`src/rtl/mem_access_stage_if.sv`:
```
// Data-memory bus between the memory-access stage and data memory.
//   dmem_req   : access request, held until dmem_ready
//   dmem_we    : 1 = write, 0 = read
//   dmem_addr  : word-aligned byte address
//   dmem_be    : byte-lane enables
//   dmem_wdata : lane-aligned store data
//   dmem_ready : request accepted/completed this cycle
//   dmem_rdata : read word, valid when dmem_ready
// master = pipeline stage, slave = memory.
interface mem_access_stage_if;
    logic        dmem_req;
    logic        dmem_we;
    logic [31:0] dmem_addr;
    logic [3:0]  dmem_be;
    logic [31:0] dmem_wdata;
    logic        dmem_ready;
    logic [31:0] dmem_rdata;

    modport master (
        output dmem_req, dmem_we, dmem_addr, dmem_be, dmem_wdata,
        input  dmem_ready, dmem_rdata
    );

    modport slave (
        input  dmem_req, dmem_we, dmem_addr, dmem_be, dmem_wdata,
        output dmem_ready, dmem_rdata
    );
endinterface

```
`src/rtl/mem_access_stage.sv`:
```
// EX/MEM pipeline register and data-memory access stage (RV32I).
// Latches EX results, runs a req/ready access for aligned loads/stores,
// builds store byte enables/lane data, extends load data and stalls
// upstream while an access is outstanding.
// Ports:
//   clk, rst_n            : clock, synchronous active-low reset
//   ex_*, inst_ex, pc_ex  : EX-stage results to latch
//   dmem                  : data-memory bus (master side)
//   inst_mem..mem_wd_sel  : latched fields for writeback
//   mem_rf_we             : write enable, gated by stall/misalignment
//   mem_ram_wb            : extended load data
//   mem_stall             : freeze IF/ID/EX
//   mem_misalign          : misaligned access held in this stage
module mem_access_stage #(
    parameter logic [31:0] BUBBLE_INST = 32'h00000013
) (
    input  logic                       clk,
    input  logic                       rst_n,
    input  logic                       ex_valid,
    input  logic                       ex_flush,
    input  logic [31:0]                inst_ex,
    input  logic [31:0]                pc_ex,
    input  logic [31:0]                ex_alu_c,
    input  logic [31:0]                ex_auipc,
    input  logic [31:0]                ex_rd2,
    input  logic [1:0]                 ex_wd_sel,
    input  logic                       ex_rf_we,
    input  logic                       ex_mem_re,
    input  logic                       ex_mem_we,
    mem_access_stage_if.master         dmem,
    output logic [31:0]                inst_mem,
    output logic [31:0]                pc_mem,
    output logic [31:0]                mem_alu_c,
    output logic [31:0]                mem_auipc,
    output logic [1:0]                 mem_wd_sel,
    output logic                       mem_rf_we,
    output logic [31:0]                mem_ram_wb,
    output logic                       mem_stall,
    output logic                       mem_misalign
);

    typedef enum logic [1:0] {IDLE, REQ, DONE} state_t;

    state_t      state_q, state_d;
    logic [31:0] inst_r, pc_r, alu_c_r, auipc_r, rd2_r, load_r;
    logic [1:0]  wd_sel_r;
    logic        rf_we_r, re_r, we_r;
    logic        advance, capture_access;
    logic [31:0] load_ext;

    // Loads win when both re and we are set, so alignment follows the
    // load funct3 decoding in that case.
    function automatic logic aligned(input logic [2:0] f3, input logic is_load,
                                     input logic [1:0] a);
        logic byte_op, half_op;
        byte_op = is_load ? (f3 == 3'b000 || f3 == 3'b100) : (f3 == 3'b000);
        half_op = is_load ? (f3 == 3'b001 || f3 == 3'b101) : (f3 == 3'b001);
        if (byte_op)
            return 1'b1;
        else if (half_op)
            return ~a[0];
        else
            return (a == 2'b00);
    endfunction

    assign advance        = (state_q != REQ);
    assign capture_access = ex_valid & ~ex_flush & (ex_mem_re | ex_mem_we) &
                            aligned(inst_ex[14:12], ex_mem_re, ex_alu_c[1:0]);

    always_ff @(posedge clk) begin
        if (!rst_n)
            state_q <= IDLE;
        else
            state_q <= state_d;
    end

    always_comb begin
        state_d = state_q;
        unique case (state_q)
            IDLE, DONE: state_d = capture_access ? REQ : IDLE;
            REQ:        if (dmem.dmem_ready) state_d = DONE;
            default:    state_d = IDLE;
        endcase
    end

    always_comb begin
        logic [31:0] shifted;
        logic [7:0]  b;
        logic [15:0] h;
        shifted  = dmem.dmem_rdata >> {alu_c_r[1:0], 3'b000};
        b        = shifted[7:0];
        h        = alu_c_r[1] ? dmem.dmem_rdata[31:16] : dmem.dmem_rdata[15:0];
        load_ext = dmem.dmem_rdata;
        case (inst_r[14:12])
            3'b000:  load_ext = {{24{b[7]}}, b};
            3'b100:  load_ext = {24'h0, b};
            3'b001:  load_ext = {{16{h[15]}}, h};
            3'b101:  load_ext = {16'h0, h};
            default: load_ext = dmem.dmem_rdata;
        endcase
    end

    always_ff @(posedge clk) begin
        if (!rst_n) begin
            inst_r   <= BUBBLE_INST;
            pc_r     <= '0;
            alu_c_r  <= '0;
            auipc_r  <= '0;
            rd2_r    <= '0;
            wd_sel_r <= '0;
            rf_we_r  <= 1'b0;
            re_r     <= 1'b0;
            we_r     <= 1'b0;
            load_r   <= '0;
        end else if (advance) begin
            if (ex_valid && !ex_flush) begin
                inst_r   <= inst_ex;
                pc_r     <= pc_ex;
                alu_c_r  <= ex_alu_c;
                auipc_r  <= ex_auipc;
                rd2_r    <= ex_rd2;
                wd_sel_r <= ex_wd_sel;
                rf_we_r  <= ex_rf_we;
                re_r     <= ex_mem_re;
                we_r     <= ex_mem_we;
            end else begin
                inst_r   <= BUBBLE_INST;
                pc_r     <= '0;
                alu_c_r  <= '0;
                auipc_r  <= '0;
                rd2_r    <= '0;
                wd_sel_r <= '0;
                rf_we_r  <= 1'b0;
                re_r     <= 1'b0;
                we_r     <= 1'b0;
            end
        end else if (dmem.dmem_ready && re_r) begin
            load_r <= load_ext;
        end
    end

    // Store lane steering; loads and undefined store widths use the full word.
    always_comb begin
        dmem.dmem_be    = 4'b1111;
        dmem.dmem_wdata = rd2_r;
        if (we_r && !re_r) begin
            case (inst_r[14:12])
                3'b000: begin
                    dmem.dmem_be    = 4'b0001 << alu_c_r[1:0];
                    dmem.dmem_wdata = {4{rd2_r[7:0]}};
                end
                3'b001: begin
                    dmem.dmem_be    = 4'b0011 << {alu_c_r[1], 1'b0};
                    dmem.dmem_wdata = {2{rd2_r[15:0]}};
                end
                default: begin
                    dmem.dmem_be    = 4'b1111;
                    dmem.dmem_wdata = rd2_r;
                end
            endcase
        end
    end

    assign dmem.dmem_req  = (state_q == REQ);
    assign dmem.dmem_we   = we_r & ~re_r;
    assign dmem.dmem_addr = {alu_c_r[31:2], 2'b00};

    assign mem_misalign = (re_r | we_r) & ~aligned(inst_r[14:12], re_r, alu_c_r[1:0]);
    assign mem_stall    = (state_q == REQ);
    assign mem_rf_we    = (state_q != REQ) & rf_we_r & ~mem_misalign;
    assign mem_ram_wb   = load_r;

    assign inst_mem   = inst_r;
    assign pc_mem     = pc_r;
    assign mem_alu_c  = alu_c_r;
    assign mem_auipc  = auipc_r;
    assign mem_wd_sel = wd_sel_r;

endmodule

```
`src/flat_wrapper.sv`:
```
// flat-port wrapper written by rule: the top's interface ports become plain ports
module mem_access_stage_flat 
#(
    parameter logic [31:0] BUBBLE_INST = 32'h00000013
)
  (clk, rst_n, ex_valid, ex_flush, inst_ex, pc_ex, ex_alu_c, ex_auipc, ex_rd2, ex_wd_sel, ex_rf_we, ex_mem_re, ex_mem_we, inst_mem, pc_mem, mem_alu_c, mem_auipc, mem_wd_sel, mem_rf_we, mem_ram_wb, mem_stall, mem_misalign, dmem_dmem_req, dmem_dmem_we, dmem_dmem_addr, dmem_dmem_be, dmem_dmem_wdata, dmem_dmem_ready, dmem_dmem_rdata);
  mem_access_stage_if dmem_i ();
  input  logic clk;
  input  logic rst_n;
  input  logic ex_valid;
  input  logic ex_flush;
  input  logic [31:0] inst_ex;
  input  logic [31:0] pc_ex;
  input  logic [31:0] ex_alu_c;
  input  logic [31:0] ex_auipc;
  input  logic [31:0] ex_rd2;
  input  logic [1:0] ex_wd_sel;
  input  logic ex_rf_we;
  input  logic ex_mem_re;
  input  logic ex_mem_we;
  output logic [31:0] inst_mem;
  output logic [31:0] pc_mem;
  output logic [31:0] mem_alu_c;
  output logic [31:0] mem_auipc;
  output logic [1:0] mem_wd_sel;
  output logic mem_rf_we;
  output logic [31:0] mem_ram_wb;
  output logic mem_stall;
  output logic mem_misalign;
  output wire logic [$bits(dmem_i.dmem_req)-1:0] dmem_dmem_req;
  output wire logic [$bits(dmem_i.dmem_we)-1:0] dmem_dmem_we;
  output wire logic [$bits(dmem_i.dmem_addr)-1:0] dmem_dmem_addr;
  output wire logic [$bits(dmem_i.dmem_be)-1:0] dmem_dmem_be;
  output wire logic [$bits(dmem_i.dmem_wdata)-1:0] dmem_dmem_wdata;
  input wire logic [$bits(dmem_i.dmem_ready)-1:0] dmem_dmem_ready;
  input wire logic [$bits(dmem_i.dmem_rdata)-1:0] dmem_dmem_rdata;
  assign dmem_dmem_req = dmem_i.dmem_req;
  assign dmem_dmem_we = dmem_i.dmem_we;
  assign dmem_dmem_addr = dmem_i.dmem_addr;
  assign dmem_dmem_be = dmem_i.dmem_be;
  assign dmem_dmem_wdata = dmem_i.dmem_wdata;
  assign dmem_i.dmem_ready = dmem_dmem_ready;
  assign dmem_i.dmem_rdata = dmem_dmem_rdata;
  mem_access_stage #(.BUBBLE_INST(BUBBLE_INST)) u_core (.clk(clk), .rst_n(rst_n), .ex_valid(ex_valid), .ex_flush(ex_flush), .inst_ex(inst_ex), .pc_ex(pc_ex), .ex_alu_c(ex_alu_c), .ex_auipc(ex_auipc), .ex_rd2(ex_rd2), .ex_wd_sel(ex_wd_sel), .ex_rf_we(ex_rf_we), .ex_mem_re(ex_mem_re), .ex_mem_we(ex_mem_we), .dmem(dmem_i), .inst_mem(inst_mem), .pc_mem(pc_mem), .mem_alu_c(mem_alu_c), .mem_auipc(mem_auipc), .mem_wd_sel(mem_wd_sel), .mem_rf_we(mem_rf_we), .mem_ram_wb(mem_ram_wb), .mem_stall(mem_stall), .mem_misalign(mem_misalign));
endmodule
```
`config.mk`:
```
export PLATFORM = sky130hd
export DESIGN_NAME = mem_access_stage_flat
export DESIGN_NICKNAME = d
export VERILOG_FILES = /design/src/rtl/mem_access_stage_if.sv /design/src/rtl/mem_access_stage.sv /design/src/flat_wrapper.sv
export SDC_FILE = /design/constraint.sdc
export NUM_CORES = 1
export LEC_CHECK = 0
export BUFFER_PORTS_ARGS = -buffer_cell sky130_fd_sc_hd__buf_2
export CAP_MARGIN = 20
export CELL_PAD_IN_SITES_DETAIL_PLACEMENT = 1
export CELL_PAD_IN_SITES_GLOBAL_PLACEMENT = 1
export CORE_MARGIN = 10
export CORE_UTILIZATION = 30
export DETAILED_ROUTE_END_ITERATION = 6
export PLACE_DENSITY_LB_ADDON = 0.15
export SETUP_SLACK_MARGIN = 0.15
export SLEW_MARGIN = 15
export SYNTH_ARGS = -nofsm -noshare
export SYNTH_HDL_FRONTEND = slang
export SYNTH_SLANG_ARGS = --single-unit
```
`constraint.sdc`:
```
create_clock -name clk -period 1.9 [get_ports clk]
set_input_delay 0.19 -clock clk [delete_from_list [all_inputs] [get_ports clk]]
set_output_delay 0.19 -clock clk [all_outputs]
set_load 0.02 [all_outputs]
```
## Word level (Yosys, flattened, before mapping)

Index checks and enable logic that the tools add are counted.

- Equality and inequality tests: 10
- Shift operators: 3
- Muxes and demuxes: 26
- Bitwise logic cells: 16
- Reduce and logical (&&, ||, !) cells: 16

Operators by type and width:

| kind | count |
|---|---|
| $mux W32 | 6 |
| $pmux W32 S4 | 1 |
| $pmux W32 S2 | 1 |
| $shr A32 B5 Y8 | 1 |
| $mux W16 | 1 |
| $eq A3 B3 Y1 const B | 4 |
| $mux W1 | 12 |
| $pmux W4 S2 | 1 |
| $and A1 B1 Y1 | 7 |
| $not A1 Y1 | 7 |
| $eq A3 B1 Y1 const B | 2 |
| $logic_not A2 Y1 | 3 |
| $logic_not A3 Y1 | 2 |
| $logic_or A1 B1 Y1 | 4 |
| $mux W2 | 2 |
| $mux W4 | 1 |
| $ne A2 B1 Y1 const B | 2 |
| $pmux W2 S2 | 1 |
| $shl A1 B2 Y4 const A | 1 |
| $shl A2 B2 Y4 const A | 1 |
| $logic_and A1 B1 Y1 | 3 |
| $eq A2 B1 Y1 const B | 1 |
| $eq A2 B2 Y1 const B | 1 |
| $logic_not A1 Y1 | 2 |
| other kinds (3) | 4 |

- Register bits: 199
- Bits of input ports: 202
- Output and inout bits: 235
- Logic and storage cells: 82

## Logic depth before layout (Yosys ltp)

Gate-level depths: netlist (run 1).

- Depth in word-level cells: 9
- Depth in mapped cells: 8
- Depth with buffers taken out: 4

## Worst setup path after synthesis (run 1)

No wires, ideal clock.

- Path kind: register to output
- Start point: register u_core.we_r
- End point: output dmem_dmem_wdata[24]
- Arrival time: 1,757 ps
- Required time: 1,710 ps
- Setup slack: -47 ps
- Cell stages (with the launch flop): 7
- Path buffers: 2
- Path through: dfxtp_1 nor2b_1 nor3b_1 buf_2 buf_2 nor2_1 a21oi_1

- Cells in the longest elaborated chain, start to end: 2

RTL lines:

| item | line | RTL |
|---|---|---|
| start, declared | mem_access_stage.sv:47 | `logic rf_we_r, re_r, we_r;` |
| start signal, assigned | mem_access_stage.sv:125 | `we_r <= ex_mem_we;` |
| $logic_and A1 B1 Y1 | mem_access_stage.sv:146 | `if (we_r && !re_r) begin` |
| $mux W32 | mem_access_stage.sv:146 |  |
| end, declared | flat_wrapper.sv:34 | `output wire logic [$bits(dmem_i.dmem_wdata)-1:0] dmem_dmem_wdata;` |

Every way passes these cells.

## Worst setup path after layout (run 1)

- Start point: register u_core.we_r
- End point: output dmem_dmem_wdata[16]

The elaborated chain is that of the path after synthesis.

==> impl_results.html, run 1 <==
<table>
<tr><th>Metric</th><th>Value</th></tr>
<tr><th colspan="2">Synth</th></tr>
<tr><td>Fraction of the mapped netlist area in simple logic gates</td><td>0.0639</td></tr>
<tr><td>EDFF count, synth</td><td>0</td></tr>
<tr><td>Primary FF master, synth</td><td>sky130_fd_sc_hd__dfxtp_1</td></tr>
<tr><td>Warning count from the yosys run</td><td>0</td></tr>
<tr><td>Parity-gate share of the synthesized area counting xor and xnor cells</td><td>0</td></tr>
<tr><td>Mux cell area share after synthesis</td><td>0.0473</td></tr>
<tr><td>Most area-consuming cells after synthesis</td><td>sky130_fd_sc_hd__dfxtp_1 (53%), sky130_fd_sc_hd__a22o_1 (19%), sky130_fd_sc_hd__buf_4 (4.3%)</td></tr>
<tr><td>Proportion of synthesized chip area in sequential cells</td><td>0.530</td></tr>
<tr><td>Post-Synthesis Mean Instance Area</td><td>between 10 and 15 um2</td></tr>
<tr><td>Adder-cell share of the synthesized area</td><td>0</td></tr>
<tr><td>Netlist Area Pre-Place</td><td>7520 um2</td></tr>
<tr><td>Async S/R FF share, synth</td><td>0</td></tr>
<tr><td>#FFs+latches synth</td><td>approximately 200</td></tr>
<tr><td>Post-synthesis compound-gate area fraction</td><td>0.277</td></tr>
<tr><td>Area share of the leading cell type in the synthesized netlist</td><td>0.530</td></tr>
<tr><td>Yosys top cell by area</td><td>sky130_fd_sc_hd__dfxtp_1</td></tr>
<tr><td>Dominant combinational cell family by area after synthesis</td><td>compound AO/OA/AOI/OAI gates</td></tr>
<tr><td>Post-Synthesis Cells</td><td>about 700</td></tr>
<tr><td>Post-synthesis cell type count</td><td>44</td></tr>
<tr><th colspan="2">Timing</th></tr>
<tr><td>Hold violation count in the final report</td><td>0</td></tr>
<tr><td>Max-slew violation total from the final report</td><td>0</td></tr>
<tr><td>Setup repair after global routing missed its margin</td><td>yes</td></tr>
<tr><td>Least-Margin Pin Slew</td><td>0.715 ns</td></tr>
<tr><td>Shortest period the worst path allows</td><td>approximately 2.1 ns</td></tr>
<tr><td>Final period utilization</td><td>1.11</td></tr>
<tr><td>Highest clock frequency the design can meet</td><td>between 400 and 500 MHz</td></tr>
<tr><td>Headroom to the max-slew limit</td><td>0.521</td></tr>
<tr><td>Post-Route Skew</td><td>0.0149 ns</td></tr>
<tr><td>Number of endpoints failing setup at the final stage</td><td>28</td></tr>
<tr><td>Setup ws final</td><td>-0.204 ns</td></tr>
<tr><th colspan="2">Pwr</th></tr>
<tr><td>Leakage component of the power</td><td>slightly below 0.006 uW</td></tr>
<tr><td>Max VDD drop</td><td>roughly 0.45 mV</td></tr>
<tr><td>Final total power</td><td>9290 uW</td></tr>
<tr><td>Total power density per cell area</td><td>between 700 and 800 nW/um2</td></tr>
<tr><th colspan="2">Min path</th></tr>
<tr><td>Hold wc startpoint</td><td>inst_ex[13]</td></tr>
<tr><td>Worst min-delay path class</td><td>primary input to register</td></tr>
<tr><th colspan="2">Global route</th></tr>
<tr><td>Grt ovf</td><td>0</td></tr>
<tr><td>Number of antenna violations at the first check in global routing</td><td>4</td></tr>
<tr><td>First-pass GRT wire length</td><td>roughly 52000 um</td></tr>
<tr><td>GRT Resource Usage Total</td><td>0.209</td></tr>
<tr><td>Maximum number of pins on one net before global-route repair</td><td>between 60 and 70</td></tr>
<tr><td>Vias in the first global route</td><td>roughly 8500</td></tr>
<tr><th colspan="2">Critical path</th></tr>
<tr><td>Number of buffer and inverter stages on the critical path</td><td>3</td></tr>
<tr><td>RR Startpoint</td><td>u_core.mem_alu_c[1]</td></tr>
<tr><td>Worst-path fanout max</td><td>14</td></tr>
<tr><td>Max incr delay on CP</td><td>roughly 0.34 ns</td></tr>
<tr><td>Cell family with most CP delay</td><td>buffers and inverters</td></tr>
<tr><td>Crit. path cell count</td><td>6</td></tr>
<tr><td>Worst r2r dst</td><td>u_core.mem_ram_wb[11]</td></tr>
<tr><td>Depth of the worst register-to-register path</td><td>5</td></tr>
<tr><td>CP Class</td><td>register to output port</td></tr>
<tr><td>Endpoint kind of the worst setup timing path</td><td>output port</td></tr>
<tr><td>Startpoint kind of the worst setup timing path</td><td>register</td></tr>
<tr><td>Flop-to-flop setup slack</td><td>around 0.20 ns</td></tr>
<tr><td>Data arrival time of the critical path</td><td>1.91 ns</td></tr>
<tr><td>Series of cell instances along the critical path</td><td>nor2b_4 &gt; nor3b_4 &gt; buf_4 &gt; buf_12 &gt; mux2_2 &gt; buf_2</td></tr>
<tr><td>Worst path slowest cell</td><td>sky130_fd_sc_hd__mux2_2</td></tr>
<tr><td>CP required</td><td>1.71 ns</td></tr>
<tr><td>Launch point of the critical path</td><td>u_core.we_r</td></tr>
<tr><td>Critical path endpoint</td><td>dmem_dmem_wdata[16]</td></tr>
<tr><th colspan="2">Floorplan</th></tr>
<tr><td>Std-Cell Rows</td><td>57</td></tr>
<tr><td>Initial core utilization</td><td>0.307</td></tr>
<tr><td>Width of the die</td><td>178 um</td></tr>
<tr><td>Placeable core region</td><td>between 20000 and 25000 um2</td></tr>
<tr><td>Top Ports</td><td>~440</td></tr>
<tr><td>Die area</td><td>~32000 um2</td></tr>
<tr><td>Die height</td><td>178 um</td></tr>
<tr><th colspan="2">Route</th></tr>
<tr><td>Remaining antenna violation count</td><td>0</td></tr>
<tr><td>Routed wirelength normalized by instance count</td><td>between 20 and 25 um</td></tr>
<tr><td>Total vias in the final route</td><td>between 7000 and 8000</td></tr>
<tr><td>Starting DRC count in detailed routing</td><td>326</td></tr>
<tr><td>Wire length after detailed routing</td><td>35200 um</td></tr>
<tr><td>Drt pass-1 iters</td><td>4</td></tr>
<tr><td>DR DRC count</td><td>0</td></tr>
<tr><td>Via/cell ratio</td><td>roughly 5</td></tr>
<tr><th colspan="2">Outcome</th></tr>
<tr><td>Violations in the final reports</td><td>negative setup slack</td></tr>
<tr><td>Outcome</td><td>complete, but fails checks</td></tr>
<tr><th colspan="2">Clock tree</th></tr>
<tr><td>Clock buffer count from CTS</td><td>17</td></tr>
<tr><td>Cell at the root of the clock tree</td><td>sky130_fd_sc_hd__clkbuf_16</td></tr>
<tr><td>Clock transition at the registers of the reported paths</td><td>0.07 ns</td></tr>
<tr><td>Worst-skew pair later-pin latency</td><td>about 0.44 ns</td></tr>
<tr><td>Number of buffers between clock root and the deepest sink</td><td>2</td></tr>
<tr><td>TritonCTS clock tree</td><td>done</td></tr>
<tr><td>Number of levels the H-tree was split into</td><td>4</td></tr>
<tr><td>Number of clock sinks seen by CTS</td><td>between 150 and 200</td></tr>
<tr><th colspan="2">Flow run</th></tr>
<tr><td>Max-cap violation count</td><td>0</td></tr>
<tr><th colspan="2">Place</th></tr>
<tr><td>Total cell area at the placement stage</td><td>just under 10000 um2</td></tr>
<tr><td>Detail Placement HPWL</td><td>~24000 um</td></tr>
<tr><td>IO Port Bufs</td><td>roughly 430</td></tr>
<tr><td>Routability Congestion</td><td>roughly 0.74</td></tr>
<tr><td>Placed Cells incl. Taps</td><td>1374</td></tr>
<tr><th colspan="2">Layout</th></tr>
<tr><td>Post-layout utilization of the core</td><td>0.508</td></tr>
<tr><td>Ratio of cells with drive above 1 in the final layout</td><td>0.442</td></tr>
<tr><td>Layout overhead on the synthesized area</td><td>65.3%</td></tr>
<tr><td>Area of all placed cells without fillers</td><td>around 12000 um2</td></tr>
<tr><td>Count of fill cells added during filler insertion</td><td>between 2000 and 3000</td></tr>
<tr><td>Non-filler instance count after layout</td><td>1583</td></tr>
<tr><td>Number of nets in the layout</td><td>between 1000 and 1500</td></tr>
</table>
[metrics by stage]
step                      TNS (ns)  hold WS [ns]  setup WS (ns)
after floorplan                  0         0.309         0.0703
after global placement           0         0.394          0.119
after detailed placement         0         0.402          0.101
after CTS                    -4.65       0.00349         -0.233
after global routing         -7.34       0.00621         -0.327
final                        -3.60        0.0280         -0.204
[area by class of cell]
type                       count  area, um2  area share
inverter                       2       7.51    0.000604
sequential                   199       4000       0.322
tap                          324        405      0.0326
clock buffer                  18        429      0.0345
timing repair buffer         631       4340       0.349
multi-input combinational    393       3080       0.248
antenna                        3       7.51    0.000604
clock inverter                13        159      0.0128
[worst min-delay path by stage]
stage / to / slack [ns] / cells past startpoint
after floorplan: u_core.inst_mem[0] / 0.31 / 1
after global placement: u_core.inst_mem[1] / 0.39 / 2
after detailed placement: u_core.inst_mem[1] / 0.40 / 2
after CTS: u_core.inst_mem[13] / 0.003 / 2
after global routing: u_core.mem_ram_wb[29] / 0.006 / 3
final: u_core.inst_mem[13] / 0.03 / 2
[cell usage after synthesis (2+ instances only)]
cell                        count
sky130_fd_sc_hd__nor3b_1       11
sky130_fd_sc_hd__nand2_1       24
sky130_fd_sc_hd__buf_6          2
sky130_fd_sc_hd__buf_2         35
sky130_fd_sc_hd__o21ai_0       24
sky130_fd_sc_hd__nor2b_1       13
sky130_fd_sc_hd__nor2_1        32
sky130_fd_sc_hd__mux2i_1       16
sky130_fd_sc_hd__o21ai_1        2
sky130_fd_sc_hd__o211ai_1       6
sky130_fd_sc_hd__a22o_1       161
sky130_fd_sc_hd__a21oi_1       30
sky130_fd_sc_hd__a2111oi_1      7
sky130_fd_sc_hd__dfxtp_1      199
sky130_fd_sc_hd__mux2_1         2
sky130_fd_sc_hd__a21boi_0       5
sky130_fd_sc_hd__o22a_1         3
sky130_fd_sc_hd__mux2_2        14
sky130_fd_sc_hd__nand2b_1       3
sky130_fd_sc_hd__inv_1          2
sky130_fd_sc_hd__clkbuf_1      23
sky130_fd_sc_hd__a21oi_2       10
sky130_fd_sc_hd__and3_1         3
sky130_fd_sc_hd__nand3_1        3
sky130_fd_sc_hd__and2_1         3
sky130_fd_sc_hd__buf_4         43
[power by group]
part           switching, uW  internal (uW)  total, uW  leakage [uW]
combinational            608            642       1250       0.00396
sequential              72.8           4270       4340       0.00162
clock                   1820           1880       3700      0.000284
[cells in the final DEF (no fill, tap or decap), types with 3 or more instances in the layout]
master / count
sky130_fd_sc_hd__buf_2: 416
sky130_fd_sc_hd__dfxtp_1: 194
sky130_fd_sc_hd__dlygate4sd3_1: 164
sky130_fd_sc_hd__a22o_1: 161
sky130_fd_sc_hd__nor2_1: 31
sky130_fd_sc_hd__a21oi_1: 27
sky130_fd_sc_hd__nand2_1: 24
sky130_fd_sc_hd__buf_4: 24
sky130_fd_sc_hd__o21ai_0: 19
sky130_fd_sc_hd__clkbuf_16: 17
sky130_fd_sc_hd__mux2i_1: 15
sky130_fd_sc_hd__a21oi_2: 13
sky130_fd_sc_hd__buf_6: 13
sky130_fd_sc_hd__nor2b_1: 11
sky130_fd_sc_hd__buf_12: 10
sky130_fd_sc_hd__mux2_4: 9
sky130_fd_sc_hd__mux2_2: 8
sky130_fd_sc_hd__nor3b_1: 8
sky130_fd_sc_hd__o21ai_1: 6
sky130_fd_sc_hd__o211ai_1: 6
sky130_fd_sc_hd__a21boi_0: 5
sky130_fd_sc_hd__a2111oi_2: 4
sky130_fd_sc_hd__inv_8: 4
sky130_fd_sc_hd__diode_2: 3
sky130_fd_sc_hd__nand2b_1: 3
sky130_fd_sc_hd__o22a_1: 3
sky130_fd_sc_hd__nand3_1: 3
sky130_fd_sc_hd__a2111oi_1: 3
sky130_fd_sc_hd__clkinv_4: 3
sky130_fd_sc_hd__dfxtp_4: 3
[per-layer routing]
layer / track usage / wire [um] / vias up
met1: 0.231 / 13500 / 3727
met3: 0.0691 / 2740 / 53
met5: 0 / 20 / -
met2: 0.367 / 17900 / 300
li1: - / - / 3636
met4: 0.0775 / 1080 / 2
[logic make-up after synthesis]
group | Yosys count
AOI/OAI and AO/OA | 259
buffers and inverters | 105
DFF | 199
muxes | 33
other | 1
and+or+nand+nor | 97
[repair_timing]
action,4_1_cts,5_1_grt
hold buffers,164,0
gates resized for setup,59,21
setup endpoints to repair,40,45
pin swaps,2,3
buffers inserted,7,1
hold endpoints to repair,164,0
cloned,2,1
[registers in the layout, indices dropped and copies added, names as in the netlist, 2 cells and up]
name	cells
u_core.rd2_r	32
u_core.mem_wd_sel	2
u_core.inst_mem	32
u_core.pc_mem	32
u_core.mem_alu_c	32
u_core.mem_auipc	32
u_core.state_q	2
u_core.mem_ram_wb	32
Note: power is estimated with default switching activity, not from simulation.
==> run 2, diff against run 1 <==
--- a/config.mk
+++ b/config.mk
@@ -13,7 +13,7 @@
 export CORE_UTILIZATION = 30
 export DETAILED_ROUTE_END_ITERATION = 6
 export PLACE_DENSITY_LB_ADDON = 0.15
-export SETUP_SLACK_MARGIN = 0.15
+export SETUP_SLACK_MARGIN = 0.5
 export SLEW_MARGIN = 15
 export SYNTH_ARGS = -nofsm -noshare
 export SYNTH_HDL_FRONTEND = slang
==> impl_results.html, run 2 (synthesis gave the netlist of run 1 again) <==
<table>
<tr><th>Metric</th><th>Value</th></tr>
<tr><th colspan="2">Clock tree</th></tr>
<tr><td>Number of buffers between clock root and the deepest sink</td><td>2 (unchanged)</td></tr>
<tr><td>Clock buffer count from CTS</td><td>17 (unchanged)</td></tr>
<tr><td>Clock transition at the registers of the reported paths</td><td>0.09 ns (+0.02 ns)</td></tr>
<tr><td>Worst-skew pair later-pin latency</td><td>0.44 ns (about the same)</td></tr>
<tr><td>Cell at the root of the clock tree</td><td>sky130_fd_sc_hd__clkbuf_16</td></tr>
<tr><td>Number of levels the H-tree was split into</td><td>4 (unchanged)</td></tr>
<tr><td>TritonCTS clock tree</td><td>done</td></tr>
<tr><td>Number of clock sinks seen by CTS</td><td>199 (unchanged)</td></tr>
<tr><th colspan="2">Route</th></tr>
<tr><td>Total vias in the final route</td><td>8641 (+12%)</td></tr>
<tr><td>Remaining antenna violation count</td><td>0 (unchanged)</td></tr>
<tr><td>DR DRC count</td><td>0 (unchanged)</td></tr>
<tr><td>Routed wirelength normalized by instance count</td><td>26.8 um (+20%)</td></tr>
<tr><td>Via/cell ratio</td><td>5.12 (+5.0%)</td></tr>
<tr><td>Starting DRC count in detailed routing</td><td>447 (+37%)</td></tr>
<tr><td>Wire length after detailed routing</td><td>45300 um (+28%)</td></tr>
<tr><td>Drt pass-1 iters</td><td>6 (+2)</td></tr>
<tr><th colspan="2">Global route</th></tr>
<tr><td>GRT Resource Usage Total</td><td>0.254 (+0.0444)</td></tr>
<tr><td>Vias in the first global route</td><td>9290 (+9.0%)</td></tr>
<tr><td>Number of antenna violations at the first check in global routing</td><td>4 (unchanged)</td></tr>
<tr><td>First-pass GRT wire length</td><td>61400 um (+19%)</td></tr>
<tr><td>Grt ovf</td><td>0 (unchanged)</td></tr>
<tr><td>Maximum number of pins on one net before global-route repair</td><td>29 (-57%)</td></tr>
<tr><th colspan="2">Timing</th></tr>
<tr><td>Setup ws final</td><td>-0.253 ns (-0.0496 ns)</td></tr>
<tr><td>Setup repair after global routing missed its margin</td><td>yes</td></tr>
<tr><td>Number of endpoints failing setup at the final stage</td><td>28 (unchanged)</td></tr>
<tr><td>Hold_ws</td><td>0.0192 ns (-0.00880 ns)</td></tr>
<tr><td>Max-slew violation total from the final report</td><td>0 (unchanged)</td></tr>
<tr><td>Setup Total Neg Slack</td><td>-5.17 ns (-1.56 ns)</td></tr>
<tr><td>Highest clock frequency the design can meet</td><td>464 MHz (-2.3%)</td></tr>
<tr><td>Hold violation count in the final report</td><td>0 (unchanged)</td></tr>
<tr><td>Final period utilization</td><td>1.13 (+0.0261)</td></tr>
<tr><td>Shortest period the worst path allows</td><td>2.15 ns (+0.0496 ns)</td></tr>
<tr><td>Post-Route Skew</td><td>0.0223 ns (+0.00737 ns)</td></tr>
<tr><th colspan="2">Layout</th></tr>
<tr><td>Count of fill cells added during filler insertion</td><td>2554 (-7.0%)</td></tr>
<tr><td>Post-layout utilization of the core</td><td>0.619 (+0.111)</td></tr>
<tr><td>Flip-flop and latch area</td><td>4010 um2 (+0.28%)</td></tr>
<tr><td>Most frequent cells in the layout</td><td>sky130_fd_sc_hd__buf_2 (399), sky130_fd_sc_hd__dfxtp_1 (191), sky130_fd_sc_hd__dlygate4sd3_1 (161)</td></tr>
<tr><td>Ratio of cells with drive above 1 in the final layout</td><td>0.522 (+0.0806)</td></tr>
<tr><td>Layout overhead on the synthesized area</td><td>101%</td></tr>
<tr><td>Area used by multi-input combinational logic</td><td>3520 um2 (+14%)</td></tr>
<tr><td>Leading cell type in the layout, fill and taps excluded</td><td>sky130_fd_sc_hd__buf_2</td></tr>
<tr><td>Number of nets in the layout</td><td>1549 (+7.1%)</td></tr>
<tr><th colspan="2">Outcome</th></tr>
<tr><td>Violations in the final reports</td><td>negative setup slack</td></tr>
<tr><td>Outcome</td><td>complete, but fails checks</td></tr>
<tr><th colspan="2">Critical path</th></tr>
<tr><td>CP Class</td><td>register to output port</td></tr>
<tr><td>CP required</td><td>1.71 ns (about the same)</td></tr>
<tr><td>Endpoint kind of the worst setup timing path</td><td>output port</td></tr>
<tr><td>Data arrival time of the critical path</td><td>1.96 ns (+0.05 ns)</td></tr>
<tr><td>Startpoint kind of the worst setup timing path</td><td>register</td></tr>
<tr><td>Worst-path fanout max</td><td>8 (-6)</td></tr>
<tr><th colspan="2">Pwr</th></tr>
<tr><td>Net load switching power</td><td>2770 uW (+11%)</td></tr>
<tr><td>Part of the total power dissipated in sequential elements</td><td>0.443 (-0.024)</td></tr>
<tr><td>Switching fraction of total power</td><td>0.282 (+0.0123)</td></tr>
<tr><td>Total power density per cell area</td><td>650 nW/um2 (-13%)</td></tr>
<tr><td>Internal</td><td>7070 uW (+4.1%)</td></tr>
<tr><td>Final total power</td><td>9830 uW (+5.8%)</td></tr>
<tr><td>Leakage component of the power</td><td>0.00691 uW (+18%)</td></tr>
<tr><td>Proportion of power drawn by the clock network</td><td>0.388 (-0.010)</td></tr>
<tr><td>Combinational fraction of design power</td><td>0.170 (+0.036)</td></tr>
<tr><td>Max VDD drop</td><td>0.456 mV (+1.6%)</td></tr>
<tr><th colspan="2">Floorplan</th></tr>
<tr><td>Initial core utilization</td><td>0.307 (unchanged)</td></tr>
<tr><td>Die area</td><td>31800 um2 (unchanged)</td></tr>
<tr><td>Placeable core region</td><td>24500 um2 (unchanged)</td></tr>
<tr><td>Die height</td><td>178 um (unchanged)</td></tr>
<tr><td>Width of the die</td><td>178 um (unchanged)</td></tr>
<tr><td>Std-Cell Rows</td><td>57 (unchanged)</td></tr>
<tr><td>Top Ports</td><td>437 (unchanged)</td></tr>
<tr><th colspan="2">Place</th></tr>
<tr><td>Detail Placement HPWL</td><td>24300 um (+0.23%)</td></tr>
<tr><td>Routability Congestion</td><td>0.794 (+6.7%)</td></tr>
<tr><td>Pre-CTS worst setup slack</td><td>0.103 ns (+0.00227 ns)</td></tr>
<tr><td>IO Port Bufs</td><td>434 (unchanged)</td></tr>
<tr><th colspan="2">Min path</th></tr>
<tr><td>Worst min-delay path class</td><td>primary input to register</td></tr>
<tr><th colspan="2">Flow run</th></tr>
<tr><td>Max-cap violation count</td><td>0 (unchanged)</td></tr>
</table>
run 2: changes by cell type in the layout (fill, tap and decap cells not counted), moves of 11 or more:
cell	delta
sky130_fd_sc_hd__clkbuf_16	+12
sky130_fd_sc_hd__buf_6	+46
sky130_fd_sc_hd__a21oi_2	+11
sky130_fd_sc_hd__buf_2	-17
sky130_fd_sc_hd__buf_16	+34
sky130_fd_sc_hd__buf_12	+27
sky130_fd_sc_hd__a21oi_1	-15
run 2: layout make-up:
class	count	share of cell area
Timing Repair Buffer	734	0.435
Tap cell	324	0.0268
Inverter	2	0.000496
Clock inverter	14	0.0122
Multi-Input combinational cell	393	0.232
Antenna cell	5	0.000827
Clock buffer	17	0.0281
Sequential cell	199	0.265
run 2: path summary, 6_finish.rpt:
check                       startpoint               endpoint  slack, ns  cells after the start
hold reg to reg   u_core.mem_ram_wb[3]   u_core.mem_ram_wb[3]       0.46                      2
setup reg to reg     u_core.state_q[0]    u_core.mem_auipc[3]       0.19                      9
setup / recovery           u_core.we_r    dmem_dmem_wdata[15]      -0.25                      6
hold / removal     dmem_dmem_rdata[28]  u_core.mem_ram_wb[28]       0.02                      3
run 2: per-stage QoR:
stage                     cell area (um2)  std cells
after global placement               9960       1377
after floorplan                      7900        695
after CTS                           14100       1647
after global routing                15100       1688
after detailed placement             9960       1377
final                               15100       1688
run 2: power groups by stage:
stage	clock [uW]	combinational [uW]	sequential, uW
after floorplan	0	411	4530
after global placement	0	911	4440
after detailed placement	0	920	4440
after CTS	3870	1480	4340
after global routing	4040	1750	4370
final	3810	1670	4350
run 2: worst max-delay path: stages (launching register included):
cell                      delay [ns]
sky130_fd_sc_hd__dfxtp_2        0.33
sky130_fd_sc_hd__nor2b_4        0.15
sky130_fd_sc_hd__nor3b_4        0.22
sky130_fd_sc_hd__nor2b_4        0.21
sky130_fd_sc_hd__buf_12         0.16
sky130_fd_sc_hd__mux2_4         0.31
sky130_fd_sc_hd__buf_6          0.13
run 2: per-layer routing:
layer | part of all wire | global-route usage | vias up
met1 | 0.38 | 0.280 | 4330
li1 | - | - | 3868
met4 | 0.037 | 0.0999 | 0
met5 | 0 | 0 | -
met2 | 0.52 | 0.458 | 366
met3 | 0.059 | 0.0626 | 77
run 2: what timing repair did:
item,CTS,global route
hold endpoints to repair,161,0
gates cloned,35,12
endpoints found under the setup margin,227,229
pin swaps,69,44
hold buffers,161,0
resized for setup,159,111
buffers inserted,43,24
